### src/rtl/vr_pkg.sv
// Shared types for the valid/ready sequence source.
// Holds the FSM state enum and the default LFSR tap mask.
package vr_pkg;

  typedef enum logic [1:0] {
    ST_IDLE = 2'd0,
    ST_SEND = 2'd1,
    ST_GAP  = 2'd2,
    ST_DONE = 2'd3
  } state_t;

  localparam logic [7:0] LFSR_TAPS_DEFAULT = 8'hB8;

endpackage

### src/rtl/valid_ready.sv
// Valid/ready handshake bundle.
// Master drives valid/data, Slave drives ready.
interface valid_ready #(
  parameter int DATA_WIDTH = 8
);

  logic                  valid;
  logic                  ready;
  logic [DATA_WIDTH-1:0] data;

  modport Master (
    output valid,
    output data,
    input  ready
  );

  modport Slave (
    input  valid,
    input  data,
    output ready
  );

endinterface

### src/rtl/vr_seq_gen.sv
// Sequence value generator: latches mode/seed, advances count or LFSR.
// Ports: clk, reset, i_load/i_mode/i_seed (latch), i_advance, o_data.
module vr_seq_gen
  import vr_pkg::*;
#(
  parameter int                    DATA_WIDTH = 8,
  parameter logic [DATA_WIDTH-1:0] LFSR_TAPS  =
    DATA_WIDTH'(LFSR_TAPS_DEFAULT)
) (
  input  logic                  clk,
  input  logic                  reset,
  input  logic                  i_load,
  input  logic                  i_mode,
  input  logic [DATA_WIDTH-1:0] i_seed,
  input  logic                  i_advance,
  output logic [DATA_WIDTH-1:0] o_data
);

  logic                  r_mode;
  logic [DATA_WIDTH-1:0] r_data;
  logic [DATA_WIDTH-1:0] w_next;
  logic [DATA_WIDTH-1:0] w_seed;

  // An all-zero LFSR would lock up, so seed 0 becomes 1.
  assign w_seed = (i_mode && (i_seed == '0))
                ? DATA_WIDTH'(1) : i_seed;

  always_comb begin
    w_next = r_data + 1'b1;
    if (r_mode) begin
      w_next = (r_data >> 1)
             ^ (r_data[0] ? LFSR_TAPS : '0);
    end
  end

  always_ff @(posedge clk or posedge reset) begin
    if (reset) begin
      r_mode <= 1'b0;
      r_data <= '0;
    end else if (i_load) begin
      r_mode <= i_mode;
      r_data <= w_seed;
    end else if (i_advance) begin
      r_data <= w_next;
    end
  end

  assign o_data = r_data;

endmodule

### src/rtl/vr_seq_source.sv
// Burst source: emits length beats on a valid/ready bus with gaps.
// Ports: clk, reset, start/mode/seed/length/gap, busy, done, txBus.
module vr_seq_source
  import vr_pkg::*;
#(
  parameter int                    DATA_WIDTH = 8,
  parameter int                    LEN_WIDTH  = 8,
  parameter int                    GAP_WIDTH  = 4,
  parameter logic [DATA_WIDTH-1:0] LFSR_TAPS  =
    DATA_WIDTH'(LFSR_TAPS_DEFAULT)
) (
  input  logic                  clk,
  input  logic                  reset,
  input  logic                  start,
  input  logic                  mode,
  input  logic [DATA_WIDTH-1:0] seed,
  input  logic [LEN_WIDTH-1:0]  length,
  input  logic [GAP_WIDTH-1:0]  gap,
  output logic                  busy,
  output logic                  done,
  valid_ready.Master            txBus
);

  state_t                r_state;
  logic [LEN_WIDTH-1:0]  r_len;
  logic [LEN_WIDTH-1:0]  r_beat_cnt;
  logic [GAP_WIDTH-1:0]  r_gap;
  logic [GAP_WIDTH-1:0]  r_gap_cnt;
  logic                  w_load;
  logic                  w_accept;
  logic                  w_last;
  logic [DATA_WIDTH-1:0] w_data;

  assign w_load   = (r_state == ST_IDLE) && start;
  assign w_accept = (r_state == ST_SEND) && txBus.ready;
  // Beat being accepted is the final one of the burst.
  assign w_last   = (r_beat_cnt + 1'b1) == r_len;

  vr_seq_gen #(
    .DATA_WIDTH (DATA_WIDTH),
    .LFSR_TAPS  (LFSR_TAPS)
  ) u_gen (
    .clk       (clk),
    .reset     (reset),
    .i_load    (w_load),
    .i_mode    (mode),
    .i_seed    (seed),
    .i_advance (w_accept),
    .o_data    (w_data)
  );

  always_ff @(posedge clk or posedge reset) begin
    if (reset) begin
      r_state    <= ST_IDLE;
      r_len      <= '0;
      r_gap      <= '0;
      r_beat_cnt <= '0;
      r_gap_cnt  <= '0;
    end else begin
      unique case (r_state)
        ST_IDLE: begin
          if (start) begin
            r_len      <= length;
            r_gap      <= gap;
            r_beat_cnt <= '0;
            r_gap_cnt  <= '0;
            r_state    <= (length == '0)
                        ? ST_DONE : ST_SEND;
          end
        end
        ST_SEND: begin
          if (txBus.ready) begin
            r_beat_cnt <= r_beat_cnt + 1'b1;
            if (w_last) begin
              r_state <= ST_DONE;
            end else if (r_gap != '0) begin
              r_state   <= ST_GAP;
              r_gap_cnt <= r_gap;
            end
          end
        end
        ST_GAP: begin
          // Counter holds remaining gap cycles incl. this one.
          if (r_gap_cnt <= 1) begin
            r_state   <= ST_SEND;
            r_gap_cnt <= '0;
          end else begin
            r_gap_cnt <= r_gap_cnt - 1'b1;
          end
        end
        ST_DONE: r_state <= ST_IDLE;
        default: r_state <= ST_IDLE;
      endcase
    end
  end

  assign txBus.valid = (r_state == ST_SEND);
  assign txBus.data  = w_data;
  assign busy        = (r_state != ST_IDLE);
  assign done        = (r_state == ST_DONE);

endmodule

### src/flat_wrapper.sv
// flat-port wrapper written by rule: the top's interface ports become plain ports
module vr_seq_source_flat import vr_pkg::*;
#(
  parameter int                    DATA_WIDTH = 8,
  parameter int                    LEN_WIDTH  = 8,
  parameter int                    GAP_WIDTH  = 4,
  parameter logic [DATA_WIDTH-1:0] LFSR_TAPS  =
    DATA_WIDTH'(LFSR_TAPS_DEFAULT)
)
  (clk, reset, start, mode, seed, length, gap, busy, done, txBus_valid, txBus_data, txBus_ready);
  valid_ready #(.DATA_WIDTH(DATA_WIDTH)) txBus_i ();
  input  logic clk;
  input  logic reset;
  input  logic start;
  input  logic mode;
  input  logic [DATA_WIDTH-1:0] seed;
  input  logic [LEN_WIDTH-1:0] length;
  input  logic [GAP_WIDTH-1:0] gap;
  output logic busy;
  output logic done;
  output wire logic [$bits(txBus_i.valid)-1:0] txBus_valid;
  output wire logic [$bits(txBus_i.data)-1:0] txBus_data;
  input wire logic [$bits(txBus_i.ready)-1:0] txBus_ready;
  assign txBus_valid = txBus_i.valid;
  assign txBus_data = txBus_i.data;
  assign txBus_i.ready = txBus_ready;
  vr_seq_source #(.DATA_WIDTH(DATA_WIDTH), .LEN_WIDTH(LEN_WIDTH), .GAP_WIDTH(GAP_WIDTH), .LFSR_TAPS(LFSR_TAPS)) u_core (.clk(clk), .reset(reset), .start(start), .mode(mode), .seed(seed), .length(length), .gap(gap), .busy(busy), .done(done), .txBus(txBus_i));
endmodule
### config.mk
export PLATFORM = sky130hd
export DESIGN_NAME = vr_seq_source_flat
export DESIGN_NICKNAME = d
export VERILOG_FILES = /design/src/rtl/vr_pkg.sv /design/src/rtl/valid_ready.sv /design/src/rtl/vr_seq_gen.sv /design/src/rtl/vr_seq_source.sv /design/src/flat_wrapper.sv
export SDC_FILE = /design/constraint.sdc
export NUM_CORES = 1
export LEC_CHECK = 0
export ABC_AREA = 1
export BUFFER_PORTS_ARGS = -buffer_cell sky130_fd_sc_hd__buf_2
export CORE_MARGIN = 1
export CORE_UTILIZATION = 51
export DETAILED_ROUTE_END_ITERATION = 6
export PLACE_DENSITY = 0.84
export SLEW_MARGIN = 30
export SYNTH_ARGS = -nofsm -noshare
export SYNTH_HDL_FRONTEND = slang
export SYNTH_HIERARCHICAL = 1
export SYNTH_SLANG_ARGS = --single-unit
### constraint.sdc
create_clock -name clk -period 1.9 [get_ports clk]
set_clock_uncertainty 0.1 [all_clocks]
set_input_delay 0.19 -clock clk [delete_from_list [all_inputs] [get_ports clk]]
set_output_delay 0.19 -clock clk [all_outputs]
set_load 0.01 [all_outputs]
Word-level counts from Yosys, hierarchy flattened
Cells that the tools add are included.

Bits in registers: 35. Bits of input ports: 25. Output and inout bits: 11. Logic and storage cells: 58.

Add/subtract/negate cells: 3. $lt $le $gt $ge: 1. Eq/ne operators: 10. Muxes and demuxes: 21. Bitwise gates (word level): 1. Reduce and logical (&&, ||, !) cells: 15.

Operator list (count): $mux 8 (7); $mux 4 (5); $add 8x1->8 const B (2); $logic_not 8->1 (2); $pmux 8 s2 (1); $mux 2 (6); $pmux 4 s3 (1); $eq 8x8->1 (1); $pmux 2 s4 (1); $xor 7x8->8 (1); $ne 2x1->1 const B (3); $reduce_bool 2->1 (3); $reduce_and 5->1 (1); $eq 2x2->1 const B (2); $le 4x1->1 const B (1); $ne 2x2->1 const B (2); $reduce_and 4->1 (1); $reduce_bool 4->1 (1); $sub 4x1->4 const B (1); $logic_and 1x1->1 (3); $ne 3x1->1 const B (1); $reduce_and 3->1 (1); $reduce_bool 3->1 (1); $eq 2x1->1 const B (1); other kinds (2) (2).

Longest topological paths before layout
Word-level depth: 5. Mapped depth: 14. Gate-level depth less buffers: 14.

Hierarchy
The synthesis kept the hierarchy.

By module, submodules not included: vr_seq_source (instances 1, cells each 214, area an instance 1595.3 um2, seq. area each 650.6 um2); vr_seq_gen (instances 1, cells each 98, area an instance 685.7 um2, seq. area each 225.2 um2).

Worst setup path before layout
No wires, ideal clock.

Path kind: register to register. Start: register u_core.r_state[0]. End: register u_core.u_gen.r_data[1] (netlist: u_core/u_gen/o_data[1]). Library setup time: 0.123 ns. Arrival: 1.845 ns. Data required time: 1.677 ns. Path slack: -0.167 ns. Stages on the path, launching flop included: 8. Path buffers: 1. Period minus slack after synthesis: 2.067 ns. Cell sequence: dfrtp_1 -> inv_1 -> ha_1 -> nand2_1 -> inv_1 -> clkbuf_1 -> inv_1 -> o221a_2.

Word-level cells in the longest chain between the ends: 3. Elaborated cells on any way between the ends: 6. Classes of those cells: eq/ne (1); mux (1); reduce/logical (4).

RTL lines: start, declared (line vr_seq_source.sv:24) `state_t r_state;`; start signal, assigned (line vr_seq_source.sv:67) `r_state <= (length == '0)`; $logic_not 2->1 (*) (line vr_seq_source.sv:34) `assign w_load = (r_state == ST_IDLE) && start;`; $logic_and 1x1->1 (*) (line vr_seq_source.sv:34); via u_core.w_load (line vr_seq_source.sv:29) `logic w_load;`; $mux 8 or $reduce_bool 2->1 (tied branches); end signal, assigned (line vr_seq_gen.sv:42) `r_data <= w_seed;`; end signal, assigned (line vr_seq_gen.sv:44) `r_data <= w_next;`; end, declared (line vr_seq_gen.sv:20) `logic [DATA_WIDTH-1:0] r_data;`.

Mark *: on every way through the listed nets, which the timed path passes. The rest lies on a longest branch. A chain may end at the register's enable or synchronous reset.

Worst setup path in the final report
Start: register u_core.r_beat_cnt[0]. End: register u_core.r_state[1].

Word-level cells in the longest chain between the ends: 5. Elaborated cells on any way between the ends: 7. Classes of those cells: add/sub (1); eq/ne (2); mux (3); reduce/logical (1).

RTL lines: start, declared (line vr_seq_source.sv:26) `logic [LEN_WIDTH-1:0] r_beat_cnt;`; start signal, assigned (line vr_seq_source.sv:73) `r_beat_cnt <= r_beat_cnt + 1'b1;`; $add 8x1->8 (*) (line vr_seq_source.sv:37) `assign w_last = (r_beat_cnt + 1'b1) == r_len;`; $eq 8x8->1 (*) (line vr_seq_source.sv:37); $mux 2 (line vr_seq_source.sv:74) `if (w_last) begin`; $mux 2 (line vr_seq_source.sv:72) `if (txBus.ready) begin`; $pmux 2 s4 (line vr_seq_source.sv:60) `unique case (r_state)`.

Every way passes the cells marked *; elsewhere a longest branch is shown, timed or not. The select of a mux whose other input is x is not followed.

==> impl_metrics.json <==
{
  "initial_core_util_pct": 55.04,
  "synth_top_area_share_pct": 38.40,
  "die_area_um2": 4744,
  "startpoint_type": "register",
  "report.final.slew_viol_count": 0,
  "critPathKind": "reg2reg",
  "ant_nets": 0,
  "synth_area_um2": 2281,
  "synth.largest_area_cell": "dfrtp_1",
  "vias": 2281,
  "fin_ws_ns": 0.01325,
  "cts.sinks": 35,
  "drcViolationCount": 0,
  "crit_family": "simple AND/OR/NAND/NOR gates",
  "syn_inst": 312,
  "overflow": 0,
  "clock_latency_ns": 0.29,
  "syn_to_final_growth_pct": 23.37,
  "required_ns": 1.96,
  "place_congestion": 0.9399,
  "r2r_setup_slack_ns": 0.01,
  "synth_most_common_cell": "nand2_1",
  "tightest_slew_ns": 0.4205,
  "port_buffers": 35,
  "grt_usage_pct": 24.36,
  "htree_levels": 2,
  "min_path_cells": 3,
  "setup_viol": 0,
  "numCtsBuffers": 5,
  "dp.cells": 404,
  "fin_nets": 400,
  "synthTopCellsByArea": "dfrtp_1 (38%), nand2_1 (14%), inv_1 (6.1%)",
  "rows": 23,
  "place_ws_ns": 0.05078,
  "ys_seq_area_share_pct": 38.40,
  "fill_cells": 348,
  "rsz0062_at_grt": "true",
  "slowest_stage": "dfrtp_1",
  "cp.arrival_ns": 1.95,
  "netSwitchingFraction_pct": 46.23,
  "antenna_found_initial": 0,
  "power_uw": 4185,
  "r2r_cells": 13,
  "critPathBufInv": 0,
  "cpPeakStageDelay_ns": 0.42,
  "synthTopCellsByCount": "nand2_1 (86), inv_1 (37), dfrtp_1 (35), nand3_1 (26), o21ai_0 (23)",
  "cts_buffer_depth": 2,
  "yosysUniqueCellTypes": 33,
  "core_area_um2": 4144,
  "p_per_area_nw_per_um2": 1487,
  "fmax_mhz": 530.0,
  "status": "finished clean",
  "synth-edff-count": 0,
  "worstHoldStart": "gap[2]",
  "grt_max_degree": 27,
  "path_cells": "ha_4 -> nand2_4 -> nor2_4 -> nand2_1 -> nand2_2 -> nand3_1 -> nand2_1 -> nor2_4 -> nand3_2 -> nand2_2 -> nand2_2 -> nand2_1 -> o21ai_1",
  "avgRoutedWirePerCell_um": 13.65,
  "cts_tree": "yes",
  "synthArstFlopShare_pct": 100.0,
  "tns_ns": 0,
  "chipWidth_um": 68.88,
  "p_sw_uw": 1935,
  "ys.flop_type": "dfrtp_1",
  "synth_nets": 346,
  "power_frac_clock_pct": 12.0,
  "max_slew_margin_pct": 71.71,
  "detail_route.first_pass.iterations": 4,
  "layout-drive-gt1-share_pct": 24.66,
  "post-dp-hpwl_um": 3959,
  "yosysWarningCount": 6,
  "ios": 36,
  "finalCritPeriodShare_pct": 99.30,
  "rr_startpoint": "u_core/r_beat_cnt[0]$_DFFE_PP0P_",
  "synth.avg_cell_area_um2": 7.311,
  "min_to": "u_core/r_gap[2]$_DFFE_PP0P_",
  "cts_root_buf": "clkbuf_8",
  "vdd_drop_max_uv": 783.2,
  "ys_ff_latch": 35,
  "hold_class": "in2reg",
  "die_h_um": 68.88,
  "cp-startpoint": "u_core/r_beat_cnt[0]$_DFFE_PP0P_",
  "sequentialPowerShare_pct": 33.4,
  "n_antenna_cell": 0,
  "routed_wl_um": 5664,
  "vias_per_cell": 5.496,
  "cts.clk_slew.worst_paths_ns": 0.06,
  "leakage_uw": 0.001393,
  "grt_pass1_wl_um": 8342,
  "seq_area_um2": 875.8,
  "endpoint_kind": "register",
  "p_int_uw": 2250,
  "grt_pass1_vias": 1963,
  "multi_input_area_um2": 1339,
  "finalNonFillerCells": 415,
  "period_needed_ns": 1.887,
  "p_comb_share_pct": 54.6,
  "crit_fanout": 4,
  "maxCapViolCount": 0,
  "hold_violations": 0,
  "r2r-end": "u_core/r_state[1]$_DFFE_PP0P_",
  "first_iter_violations": 179
}
[layout make-up]
type / count / area share, %
Inverter: 41 / 5.469
Tap cell: 50 / 2.223
Clock buffer: 6 / 2.579
Multi-Input combinational cell: 232 / 47.58
Sequential cell: 35 / 31.12
Timing Repair Buffer: 51 / 11.03
[through the flow]
| stage | hold WS [ns] | area [um2] | util [%] |
|---|---|---|---|
| 3_3_place_gp | 0.08960 | 2570 | 62.02 |
| 6_report | 0.01353 | 2814 | 67.90 |
| 4_1_cts | 0.007289 | 2673 | 64.49 |
| 2_1_floorplan | -0.08208 | 2285 | - |
| 5_1_grt | 0.01265 | 2814 | 67.90 |
| 3_5_place_dp | 0.09335 | 2570 | 62.02 |
[how the worst max path moves through the flow]
stage | endpoint | cells after the start | slack [ns]
2_1_floorplan | u_core/u_gen/o_data[1]$_DFFE_PP0P_ | 8 | 0.03
3_3_place_gp | u_core/r_state[1]$_DFFE_PP0P_ | 13 | 0.15
3_5_place_dp | u_core/r_state[1]$_DFFE_PP0P_ | 13 | 0.05
4_1_cts | u_core/r_state[1]$_DFFE_PP0P_ | 13 | 0.03
5_1_grt | u_core/r_state[1]$_DFFE_PP0P_ | 13 | -0.06
6_report | u_core/r_state[1]$_DFFE_PP0P_ | 13 | 0.01
[registers in the layout (all words and copies together), names as in the netlist]
| register | count |
|---|---|
| u_core/r_gap | 4 |
| u_core/r_len | 8 |
| u_core/u_gen/r_mode | 1 |
| u_core/r_gap_cnt | 4 |
| u_core/u_gen/o_data | 8 |
| u_core/r_beat_cnt | 8 |
| u_core/r_state | 2 |
[per-layer routing]
| metal | share of wire, % | up-vias | global-route usage [%] |
|---|---|---|---|
| met1 | 43 | 1052 | 30.98 |
| met2 | 48 | 86 | 39.20 |
| met3 | 6.8 | 13 | 5.099 |
| met4 | 2.1 | 0 | 11.73 |
| li1 | - | 1130 | - |
| met5 | 0 | - | 0 |
[cells in the final DEF, fill, tap and decap left out, types with 3 or more instances in the layout]
| cell | Yosys | final |
|---|---|---|
| inv_2 | 4 | 4 |
| buf_4 | 1 | 11 |
| inv_1 | 37 | 37 |
| a21oi_1 | 16 | 16 |
| nand4_1 | 3 | 3 |
| nor2_4 | 3 | 6 |
| buf_2 | 0 | 35 |
| o211ai_1 | 3 | 3 |
| xor2_1 | 5 | 5 |
| o22ai_1 | 5 | 5 |
| clkbuf_8 | 0 | 5 |
| dlygate4sd3_1 | 0 | 3 |
| nand3_2 | 0 | 11 |
| dfrtp_1 | 35 | 35 |
| nand3_1 | 26 | 15 |
| nand2_4 | 1 | 3 |
| o21ai_1 | 6 | 6 |
| ha_1 | 9 | 8 |
| o21ai_0 | 23 | 23 |
| nand2_1 | 86 | 82 |
| nand2_2 | 5 | 7 |
| nor2_1 | 20 | 19 |
[power by group through the flow]
stage	Clock (uW)	Combinational, uW	Sequential (uW)
final	501	2290	1400
after global routing	536	2560	1440
after CTS	522	2100	1370
after detailed placement	0	2080	1380
after global placement	0	2030	1370
after floorplan	0	1540	1320
[kinds of logic after synthesis]
kind of cell / synth area share (%)
adder cells (fa/ha/maj): 4.937
flip-flops: 38.40
buffers and inverters: 8.228
AND/OR/NAND/NOR: 30.61
XOR/XNOR: 3.072
AO/OA/AOI/OAI: 14.76
[timing repair]
| item | 4_1_cts | 5_1_grt |
|---|---|---|
| resized for setup | 0 | 26 |
| buffers inserted | 0 | 2 |
| hold buffers | 3 | 0 |
| endpoints found under the setup margin | 0 | 6 |
| hold endpoints to repair | 37 | 0 |
[worst reg2reg max path: cells and delay by family, from the launching register on]
family	cells	cell delay (ns)
AND/OR/NAND/NOR	11	0.96
flip-flops	1	0.42
adder cells (fa/ha/maj)	1	0.19
AO/OA/AOI/OAI	1	0.08
Power figures use the tool's default switching activity.
